## config.mk

```make
export PLATFORM = sky130hd
export DESIGN_NAME = somador_completo_flat
export DESIGN_NICKNAME = d
export VERILOG_FILES = /design/src/rtl/somador_completo_if.sv /design/src/rtl/somador_completo.sv /design/src/flat_wrapper.sv
export SDC_FILE = /design/constraint.sdc
export NUM_CORES = 1
export LEC_CHECK = 0
export ABC_AREA = 0
export CAP_MARGIN = 10
export CORE_AREA = 2 2 39 41
export CTS_CLUSTER_DIAMETER = 100
export DETAILED_ROUTE_END_ITERATION = 6
export DIE_AREA = 0 0 41 43
export SYNTH_ARGS = -nofsm -noshare
export SYNTH_HDL_FRONTEND = slang
export SYNTH_SLANG_ARGS = --single-unit
```

## constraint.sdc

```tcl
create_clock -name clk -period 2 [get_ports clk]
set_clock_uncertainty 0.2 [all_clocks]
set_input_delay 0.4 -clock clk [delete_from_list [all_inputs] [get_ports clk]]
set_output_delay 0.4 -clock clk [all_outputs]
set_load 0.05 [all_outputs]
```

## src/rtl/somador_completo_if.sv

```systemverilog
// Operand/result bundle for somador_completo; the ovf wire exists only when
// SOMADOR_OVF_EN is defined.
interface somador_completo_if #(
  parameter int WIDTH = 1
);
  logic             in_valid;
  logic [WIDTH-1:0] a;
  logic [WIDTH-1:0] b;
  logic             cin;
  logic [WIDTH-1:0] s;
  logic             cout;
  logic             out_valid;
`ifdef SOMADOR_OVF_EN
  logic             ovf;
`endif

  modport master (
    output in_valid, a, b, cin,
`ifdef SOMADOR_OVF_EN
    input  ovf,
`endif
    input  s, cout, out_valid
  );

  modport slave (
    input  in_valid, a, b, cin,
`ifdef SOMADOR_OVF_EN
    output ovf,
`endif
    output s, cout, out_valid
  );
endinterface

```

## src/rtl/somador_completo.sv

```systemverilog
// Registered WIDTH-bit ripple-carry full adder built from 1-bit cells.
// Optional signed-overflow output enabled by defining SOMADOR_OVF_EN.
module fa_cell (
  input  logic a,
  input  logic b,
  input  logic c,
  output logic s,
  output logic co
);
  logic p;
  assign p  = a ^ b;
  assign s  = p ^ c;
  assign co = (a & b) | (c & p);
endmodule

module somador_completo #(
  parameter int WIDTH = 1
) (
  input  logic             clk,
  input  logic             rst_n,
  somador_completo_if.slave bus
);
  // c[0] is the carry-in, c[WIDTH] the carry-out of the MSB cell
  logic [WIDTH:0]   c;
  logic [WIDTH-1:0] sum;

  assign c[0] = bus.cin;

  for (genvar i = 0; i < WIDTH; i++) begin : g_cell
    fa_cell u_cell (
      .a  (bus.a[i]),
      .b  (bus.b[i]),
      .c  (c[i]),
      .s  (sum[i]),
      .co (c[i+1])
    );
  end

  always_ff @(posedge clk or negedge rst_n) begin
    if (!rst_n) begin
      bus.s         <= '0;
      bus.cout      <= 1'b0;
      bus.out_valid <= 1'b0;
`ifdef SOMADOR_OVF_EN
      bus.ovf       <= 1'b0;
`endif
    end else begin
      bus.out_valid <= bus.in_valid;
      if (bus.in_valid) begin
        bus.s    <= sum;
        bus.cout <= c[WIDTH];
`ifdef SOMADOR_OVF_EN
        bus.ovf  <= c[WIDTH] ^ c[WIDTH-1];
`endif
      end
    end
  end
endmodule

```

## src/flat_wrapper.sv

```systemverilog
// flat-port wrapper written by rule: the top's interface ports become plain ports
module somador_completo_flat 
#(
  parameter int WIDTH = 1
)
  (clk, rst_n, bus_in_valid, bus_a, bus_b, bus_cin, bus_s, bus_cout, bus_out_valid);
  somador_completo_if #(.WIDTH(WIDTH)) bus_i ();
  input  logic clk;
  input  logic rst_n;
  input wire logic [$bits(bus_i.in_valid)-1:0] bus_in_valid;
  input wire logic [$bits(bus_i.a)-1:0] bus_a;
  input wire logic [$bits(bus_i.b)-1:0] bus_b;
  input wire logic [$bits(bus_i.cin)-1:0] bus_cin;
  output wire logic [$bits(bus_i.s)-1:0] bus_s;
  output wire logic [$bits(bus_i.cout)-1:0] bus_cout;
  output wire logic [$bits(bus_i.out_valid)-1:0] bus_out_valid;
  assign bus_i.in_valid = bus_in_valid;
  assign bus_i.a = bus_a;
  assign bus_i.b = bus_b;
  assign bus_i.cin = bus_cin;
  assign bus_s = bus_i.s;
  assign bus_cout = bus_i.cout;
  assign bus_out_valid = bus_i.out_valid;
  somador_completo #(.WIDTH(WIDTH)) u_core (.clk(clk), .rst_n(rst_n), .bus(bus_i));
endmodule
```

# Word-level counts from Yosys, hierarchy flattened
# Index checks and enable logic that the tools add are counted.
[op_classes] n_bitwise=5
[ops] operator="bitwise AND 1 bit" count=2
[ops] operator="bitwise XOR 1 bit" count=2
[ops] operator="bitwise OR 1 bit" count=1
[totals] regBits=3 in_bits=6 out_inout_bits=3 wordCells=8

# Depth between registers and ports, before layout
# Gate-level depths: netlist (run 1).
[depth] word_depth=3 depth_mapped=2 mapped_depth_nobuf=2

# Hierarchy
# Synthesis (run 1) repeated with hierarchy kept, for this count alone.
[unflattened] hier_cells=6 area_unflattened_um2=117.6
[modules_own_cells] mod="somador_completo" instances=1 cells_each=5 area_each_um2=97.6 seq_area_each_um2=75.1
[modules_own_cells] mod="fa_cell" instances=1 cells_each=1 area_each_um2=20.0 seq_area_each_um2=0.0

# Worst setup path before layout (run 1)
# Ideal clock, no wire load.
[synth_path] path_type="input to register" start="input bus_cin" end="register u_core.bus.s" setup_ns=0.125 t_arrival_ns=1.101 t_required_ns=1.675 setup_slack_ns=0.574 path_stages=2 path_buffers=0 path_cell_list="fa_1 mux2_2"
[synth_between] elab_chain_len=1
[synth_rtl] element="start: declaration" line_no="flat_wrapper.sv:13" rtl="input wire logic [$bits(bus_i.cin)-1:0] bus_cin;"
[synth_rtl] element="bitwise XOR 1 bit" line_no="somador_completo.sv:12" rtl="assign s = p ^ c;"
[synth_rtl] element="end signal: assignment" line_no="somador_completo.sv:50" rtl="bus.s <= sum;"
[synth_rtl] element="end: declaration" line_no="somador_completo_if.sv:30" rtl="output s, cout, out_valid"
# No other way between the ends.
# A chain may end at the register's enable or synchronous reset.

# Worst setup path in the final report (run 1)
[layout_path] start="input bus_cin" end="register u_core.bus.s"
[layout_between] elab_chain_len=1
[layout_rtl] element="bitwise XOR 1 bit" line_no="somador_completo.sv:12"
[layout_rtl] element="via u_core.g_cell[0].u_cell.s" line_no="somador_completo.sv:7" rtl="output logic s,"
# The timed path passes the listed nets, and every way through them passes these cells.

==> results_dict.tcl, run 1 <==
set metrics [dict create \
    irDropWorstVdd_uv 283 \
    grt_overflow_total 0 \
    coreArea_mm2 0.00138 \
    whs_ns 0.152 \
    io_pins 9 \
    track_usage_pct 5.04 \
    syn_inst 6 \
    die_h_um 43 \
    layout-drive-gt1-share_pct 44.4 \
    drt-vias-per-instance 2.88 \
    layout_setup_ws_ns 0.351 \
    p_sw_share_pct 29.8 \
    htree_levels 1 \
    finalPower_mw 0.240 \
    powerDensity_mw_per_mm2 1020 \
    ant_nets 0 \
    yosys.area.top_type "dfrtp_1" \
    r2r-start "u_core.bus.s$_DFFE_PN0P_" \
    die_area_mm2 0.00176 \
    report.final.slew_viol_count 0 \
    preCtsSetupSlack_ns 0.103 \
    routedWlPerCell_um 8.15 \
    placementRows 14 \
    p_seq_share_pct 30.1 \
    min_period_ns 1.65 \
    cts.sinks 3 \
    ys_warn_count 0 \
    fin_crit_sh_pct 82.5 \
    drc 0 \
    ff2ff_setup_slack_ns 1.06 \
    final_cell_area_um2 236 \
    required_ns 1.91 \
    post_cts_resized 0 \
    p_int_mw 0.168 \
    area_growth_pct 101 \
    fillers 147 \
    hold_violations 0 \
    cts_tree "built" \
    postRouteWirelength_um 277 \
    place_area_um2 210 \
    die_w_um 41 \
    synth_xor_area_share_pct 0 \
    ys_top_cells_by_area "dfrtp_1 64%, mux2_2 19%, fa_1 17%" \
    cts_hold_buf 0 \
    p_leak_nw 0.0992 \
    synth_fp_nets 13 \
    drt_iter0_drc 0 \
    fin_util_pct 17.1 \
    place_inst 30 \
    synth-simple-area-share_pct 0 \
    initial_core_util_pct 8.50 \
    relSlewSlack_pct 90.6 \
    crit_arrival_ns 1.56 \
    place.gp.congestion 0.554 \
    cts_buffer_depth 2 \
    grt_pass1_vias 122 \
    maxCapViolations 0 \
    yosysTopAreaCellShare_pct 63.8 \
    synth_seq_area_share_pct 63.8 \
    critPathCaptureType "flip-flop" \
    fmax_ghz 0.606 \
    max_slew.worst_pin.slew_ns 0.140 \
    ys_ff_latch 3 \
    p_sw_mw 0.0716 \
    finalNetCount 26 \
    num_antenna_cells 0 \
    crit_type "input pin to flip-flop" \
    cp-start-kind "input pin" \
    final_common_cell "clkdlybuf4s50_1" \
    reg2reg_to "u_core.bus.s$_DFFE_PN0P_" \
    p_comb_share_pct 26.2 \
    crit_path_end "u_core.bus.s$_DFFE_PN0P_" \
    first_pass_iters 1 \
    rsz0062_at_grt "no" \
    layout_common_cells "5 x clkdlybuf4s50_1, 3 x clkbuf_4, 3 x buf_4, 3 x dfrtp_1, 2 x mux2_2" \
    setup_tns_ns 0 \
    yosysUniqueCellTypes 3 \
    grt_pass1_wl_um 517 \
    syn_area_um2 118 \
    avgSynthCellArea_um2 19.6 \
    cts-root-buf "clkbuf_4" \
    io_buffers 8 \
    vias 98 \
    setup_violations 0 \
    grt_max_degree 4 \
    critPathMaxFanout 1 \
    synthAdderAreaFrac_pct 17.0 \
    clkSlewWorstSetupHoldPaths_ns 0.04 \
    clk_latency_ns 0.23 \
    synth_top_family_by_area "multiplexers" \
    postCtsSetupRepairBufs 0 \
    status "completed" \
    hold_path.class "input pin to asynchronous set/reset pin" \
    cts_inserted_buffers 3 \
    startpoint "bus_cin" \
    p_clk_share_pct 43.7 \
    synth.area.mux_share_pct 19.1 \
    synth-compound-area-share_pct 0 \
    antenna_found_initial 0 \
    r2r_cells 1 \
    stdcell_count 34 \
]
## flip-flops by register name, summed over array words and instances (netlist names)
register / count
u_core.bus.s: 1
u_core.bus.out_valid: 1
u_core.bus.cout: 1
## area by class of cell
type | instances | area, um^2 | area share [%]
Multi-Input combinational cell | 3 | 42.5 | 18.0
Clock buffer | 4 | 26.3 | 11.1
Sequential cell | 3 | 75.1 | 31.7
Timing Repair Buffer | 8 | 72.6 | 30.7
Tap cell | 16 | 20.0 | 8.47
## layer usage
metal | routed length, um | GRT usage, % | share of wire, % | vias to the layer above
li1 | - | - | - | 43
met3 | 57 | 5.76 | 21 | 0
met5 | 0 | 0 | 0 | -
met2 | 101 | 5.63 | 36 | 9
met1 | 117 | 4.89 | 42 | 46
met4 | 0 | 4.00 | 0 | 0
## worst min path at each step
stage                             endpoint  slack, ns  cells after the start
4_1_cts           u_core.bus.s$_DFFE_PN0P_       0.15                      1
2_1_floorplan  u_core.bus.cout$_DFFE_PN0P_       -0.1                      0
6_report          u_core.bus.s$_DFFE_PN0P_       0.15                      1
3_3_place_gp      u_core.bus.s$_DFFE_PN0P_       0.30                      1
5_1_grt           u_core.bus.s$_DFFE_PN0P_       0.15                      1
3_5_place_dp   u_core.bus.cout$_DFFE_PN0P_       0.30                      1
## power groups by stage
stage / Sequential (mW) / Combinational (mW) / Clock (mW)
finish: 0.0722 / 0.0629 / 0.105
global route: 0.0737 / 0.0672 / 0.117
floorplan: 0.100 / 0.00796 / 0
detailed placement: 0.0734 / 0.0632 / 0
global placement: 0.0733 / 0.0613 / 0
CTS: 0.0726 / 0.0632 / 0.111
## cell families after synthesis
kind of cell             after synthesis
flip-flops                             3
adder cells (fa/ha/maj)                1
multiplexers                           2
## cell usage after synthesis
library cell / n
dfrtp_1: 3
fa_1: 1
mux2_2: 2
## worst max-delay path, stage by stage
cell and delay (ns):
clkdlybuf4s50_1 0.43, fa_1 0.47, mux2_2 0.26
Power figures use the tool's default switching activity.
==> run 2, diff against run 1 <==
==> constraint.sdc (replaced) <==
create_clock -name clk -period 1.4 [get_ports clk]
set_clock_uncertainty 0.2 [all_clocks]
set_input_delay 0.28 -clock clk [delete_from_list [all_inputs] [get_ports clk]]
set_output_delay 0.28 -clock clk [all_outputs]
set_load 0.05 [all_outputs]
==> run 2 against run 1 <==
Compared with the run above:
- sequential share of layout area is 4.0 points lower
- critical path depth stayed put
- first-iteration DRC count is 2 higher
- total power is 56% higher
- clock power is 45% higher
- count of clock-buffer cells in the layout stayed put
- flip-flop and latch count stayed put
- sequential power is 52% higher
- non-clock buffer count stayed put
- worst setup slack worse by 0.29 ns
- wire length is 3.2% lower
- final cell count stayed put
- critical path type unchanged
- critical endpoint unchanged
==> results_dict.tcl, run 2 (same netlist as run 1, synthesis figures left out) <==
set metrics [dict create \
    status "completed" \
    die_w_um 41 \
    ff_latch_area_um2 75.1 \
    track_usage_pct 5.34 \
    cts_inserted_buffers 3 \
    clkSlewWorstSetupHoldPaths_ns 0.04 \
    max_slew.worst_pin.slew_ns 0.143 \
    ant_nets 0 \
    min_period_ns 1.34 \
    placementRows 14 \
    cts_tree "built" \
    layout_setup_ws_ns 0.0628 \
    irDropWorstVdd_uv 392 \
    layout_common_cells "3 x clkbuf_4, 3 x dlygate4sd2_1, 3 x buf_12, 3 x dfrtp_1" \
    required_ns 1.32 \
    powerDensity_mw_per_mm2 1380 \
    cts_hold_buf 0 \
    setup_violations 0 \
    io_pins 9 \
    hold_path.class "input pin to asynchronous set/reset pin" \
    fin_crit_sh_pct 95.5 \
    grt_pass1_wl_um 496 \
    layout-drive-gt1-share_pct 44.4 \
    final_cell_area_um2 270 \
    preCtsSetupSlack_ns -0.377 \
    initial_core_util_pct 8.50 \
    drt_iter0_drc 2 \
    r2r_cells 1 \
    critPathCaptureType "flip-flop" \
    multi_input_area_um2 42.5 \
    vias 102 \
    crit_arrival_ns 1.25 \
    critPathMaxFanout 1 \
    stdcell_count 34 \
    fillers 145 \
    place.gp.congestion 0.554 \
    drc 0 \
    place_inst 30 \
    htree_levels 1 \
    place_area_um2 248 \
    relSlewSlack_pct 90.4 \
    p_leak_nw 0.117 \
    reg2reg_to "u_core.bus.s$_DFFE_PN0P_" \
    routedWlPerCell_um 7.88 \
    num_antenna_cells 0 \
    finalNetCount 26 \
    area_growth_pct 130 \
    antenna_found_initial 0 \
    cp-start-kind "input pin" \
    hold_violations 0 \
    ff2ff_setup_slack_ns 0.42 \
    cts-root-buf "clkbuf_4" \
    crit_type "input pin to flip-flop" \
    drt-vias-per-instance 3.00 \
    die_h_um 43 \
    largest_registers "u_core.bus.cout x1, u_core.bus.out_valid x1, u_core.bus.s x1" \
    report.final.slew_viol_count 0 \
    die_area_mm2 0.00176 \
    io_buffers 8 \
    rsz0062_at_grt "no" \
    fmax_ghz 0.748 \
    maxCapViolations 0 \
    grt_overflow_total 0 \
    cts_buffer_depth 2 \
    grt_pass1_vias 102 \
    coreArea_mm2 0.00138 \
    r2r-start "u_core.bus.s$_DFFE_PN0P_" \
    first_pass_iters 2 \
    whs_ns 0.0309 \
    cts.sinks 3 \
    postRouteWirelength_um 268 \
    clk_latency_ns 0.23 \
    grt_max_degree 4 \
]
-- run 2: layout make-up --
class,instances,share of cell area [%]
tap,16,7.41
timing repair buffer,8,39.4
multi-input combinational,3,15.7
sequential,3,27.8
clock buffer,4,9.72
-- run 2: routing by layer --
| metal | track usage, % | share of wire [%] | up-vias |
|---|---|---|---|
| met5 | 0 | 0 | - |
| met4 | 6.00 | 0 | 0 |
| met2 | 5.00 | 40 | 11 |
| met1 | 4.89 | 38 | 48 |
| li1 | - | - | 43 |
| met3 | 6.81 | 22 | 0 |
-- run 2: per-stage QoR --
stage | setup TNS [ns] | utilization, % | power [mW]
after floorplan | 0 | - | 0.154
after global placement | -0.656 | 17.9 | 0.225
after detailed placement | -0.710 | 17.9 | 0.228
after CTS | 0 | 19.5 | 0.384
after global routing | 0 | 19.5 | 0.405
final | 0 | 19.5 | 0.374
-- run 2: power by group --
group / internal [mW] / switching, mW
sequential: 0.0982 / 0.0115
combinational: 0.0599 / 0.0522
clock: 0.107 / 0.0450
-- run 2: repair_timing --
item | CTS | global route
setup endpoints to repair | 2 | 0
resized for setup | 3 | 0
hold endpoints to repair | 0 | 0
setup buffers | 0 | 0
-- run 2: critical path, cell delays in order --
cell	delay (ns)
dlygate4sd2_1	0.25
fa_1	0.46
mux2_2	0.26
-- run 2: how the worst max path moves through the flow --
stage                       start                        to  slack (ns)  cells after the start
after floorplan           bus_cin  u_core.bus.s$_DFFE_PN0P_        0.09                      2
after global placement    bus_cin  u_core.bus.s$_DFFE_PN0P_       -0.35                      3
after detailed placement  bus_cin  u_core.bus.s$_DFFE_PN0P_       -0.38                      3
after CTS                 bus_cin  u_core.bus.s$_DFFE_PN0P_        0.07                      3
after global routing      bus_cin  u_core.bus.s$_DFFE_PN0P_        0.04                      3
final                     bus_cin  u_core.bus.s$_DFFE_PN0P_        0.06                      3
==> run 3, diff against run 2 <==
--- a/config.mk
+++ b/config.mk
@@ -11,6 +11,7 @@
 export CTS_CLUSTER_DIAMETER = 100
 export DETAILED_ROUTE_END_ITERATION = 6
 export DIE_AREA = 0 0 41 43
+export PLACE_DENSITY = 0.3
 export SYNTH_ARGS = -nofsm -noshare
 export SYNTH_HDL_FRONTEND = slang
 export SYNTH_SLANG_ARGS = --single-unit
==> run 3 against run 2 <==
Compared with the run above:
- worst setup slack lost 0.024 ns
- sequential share of layout area shrank 0.38 points
- final cell count is the same
- via count is the same
- worst hold slack gained 0.0031 ns
- wire length grew 6.7%
- flip-flop and latch count is the same
- largest cell class unchanged
- highest routed layer is now met4
==> results_dict.tcl, run 3 (same netlist as run 1, synthesis figures left out) <==
set metrics [dict create \
    status "completed" \
    cts_hold_buf 0 \
    cts_tree "built" \
    powerDensity_mw_per_mm2 1370 \
    max_slew.worst_pin.slew_ns 0.146 \
    p_leak_nw 0.121 \
    area_growth_pct 133 \
    finalNetCount 26 \
    cts.sinks 3 \
    crit_arrival_ns 1.27 \
    report.final.slew_viol_count 0 \
    hold_violations 0 \
    track_usage_pct 5.24 \
    postCtsSetupRepairBufs 0 \
    initial_core_util_pct 8.50 \
    p_int_mw 0.269 \
    die_w_um 41 \
    antenna_found_initial 0 \
    relSlewSlack_pct 90.2 \
    crit_type "input pin to flip-flop" \
    setup_tns_ns 0 \
    setup_violations 0 \
    grt_overflow_total 0 \
    grt-busiest-layer "met3" \
    met3_usage_pct 6.28 \
    r2r_cells 1 \
    min_period_ns 1.36 \
    irDropWorstVdd_uv 250 \
    p_sw_share_pct 28.6 \
    io_buffers 8 \
    die_h_um 43 \
    whs_ns 0.0340 \
    die_area_mm2 0.00176 \
    fin_util_pct 19.8 \
    drt-vias-per-instance 3.00 \
    dp.final_hpwl_um 207 \
    fillers 153 \
    clkSlewWorstSetupHoldPaths_ns 0.04 \
    placementRows 14 \
    reg2reg_to "u_core.bus.s$_DFFE_PN0P_" \
    drc 0 \
    p_seq_share_pct 29.1 \
    grt.met1_usage_pct 4.89 \
    coreArea_mm2 0.00138 \
    first_pass_iters 1 \
    final_cell_area_um2 274 \
    postRouteWirelength_um 286 \
    largest_registers "u_core.bus.cout x1, u_core.bus.out_valid x1, u_core.bus.s x1" \
    drt_iter0_drc 0 \
    required_ns 1.31 \
    layout-drive-gt1-share_pct 44.4 \
    rsz0062_at_grt "no" \
    grt_pass1_vias 120 \
    use_met2_pct 5.00 \
    maxCapViolations 0 \
    grt_max_degree 4 \
    cts-root-buf "clkbuf_4" \
    layout_common_cells "3 x clkbuf_4, 3 x dlygate4sd2_1, 3 x buf_12, 3 x dfrtp_1, 2 x clkdlybuf4s50_1" \
    p_clk_share_pct 39.6 \
    hold_path.class "input pin to asynchronous set/reset pin" \
    fmax_ghz 0.734 \
    critPathCaptureType "flip-flop" \
    grt_pass1_wl_um 496 \
    cts_buffer_depth 2 \
    p_comb_share_pct 31.3 \
    place_area_um2 248 \
    fin_crit_sh_pct 97.3 \
    ant_nets 0 \
    htree_levels 1 \
    routedWlPerCell_um 8.41 \
    critPathMaxFanout 1 \
    place.gp.congestion 0.510 \
    cts_inserted_buffers 3 \
    vias 102 \
    ff2ff_setup_slack_ns 0.41 \
    clk_latency_ns 0.23 \
    r2r-start "u_core.bus.s$_DFFE_PN0P_" \
    io_pins 9 \
    num_antenna_cells 0 \
    finalPower_mw 0.376 \
    p_sw_mw 0.107 \
    cp-start-kind "input pin" \
]
## run 3: through the flow
stage                     std cells  worst slack (ns)
after CTS                        34            0.0527
after global placement           30            -0.402
after floorplan                   6            0.0941
after global routing             34            0.0148
after detailed placement         30            -0.376
final                            34            0.0385
## run 3: final cells by class
cell class                      count  area (um^2)  share of cell area, %
Tap cell                           16         20.0                   7.31
Sequential cell                     3         75.1                   27.4
Multi-Input combinational cell      3         46.3                   16.9
Clock buffer                        4         26.3                   9.59
Timing Repair Buffer                8          106                   38.8
## run 3: metal layers
metal / vias to the layer above / share of wire, % / routed length, um
li1: 44 / - / -
met1: 47 / 44 / 125
met2: 9 / 37 / 105
met3: 2 / 16 / 47
met4: 0 / 2.8 / 8
met5: - / 0 / 0
## run 3: power groups by stage
stage	Combinational, mW	Clock, mW	Sequential (mW)
floorplan	0.0114	0	0.143
global placement	0.118	0	0.111
detailed placement	0.117	0	0.111
CTS	0.119	0.160	0.110
global route	0.125	0.172	0.111
finish	0.118	0.149	0.109
## run 3: how the worst max path moves through the flow
stage	start	endpoint	slack [ns]	cells after the start
2_1_floorplan	bus_cin	u_core.bus.s$_DFFE_PN0P_	0.09	2
3_3_place_gp	bus_cin	u_core.bus.s$_DFFE_PN0P_	-0.40	3
3_5_place_dp	bus_cin	u_core.bus.s$_DFFE_PN0P_	-0.38	3
4_1_cts	bus_cin	u_core.bus.s$_DFFE_PN0P_	0.05	3
5_1_grt	bus_cin	u_core.bus.s$_DFFE_PN0P_	0.01	3
6_report	bus_cin	u_core.bus.s$_DFFE_PN0P_	0.04	3
## run 3: worst max-delay path: stages
cell and delay, ns:
dlygate4sd2_1 0.25, fa_1 0.48, mux2_4 0.27
## run 3: timing repair
action,in CTS,in global routing
gates resized for setup,4,0
endpoints found under the setup margin,2,0
endpoints found under the hold margin,0,0
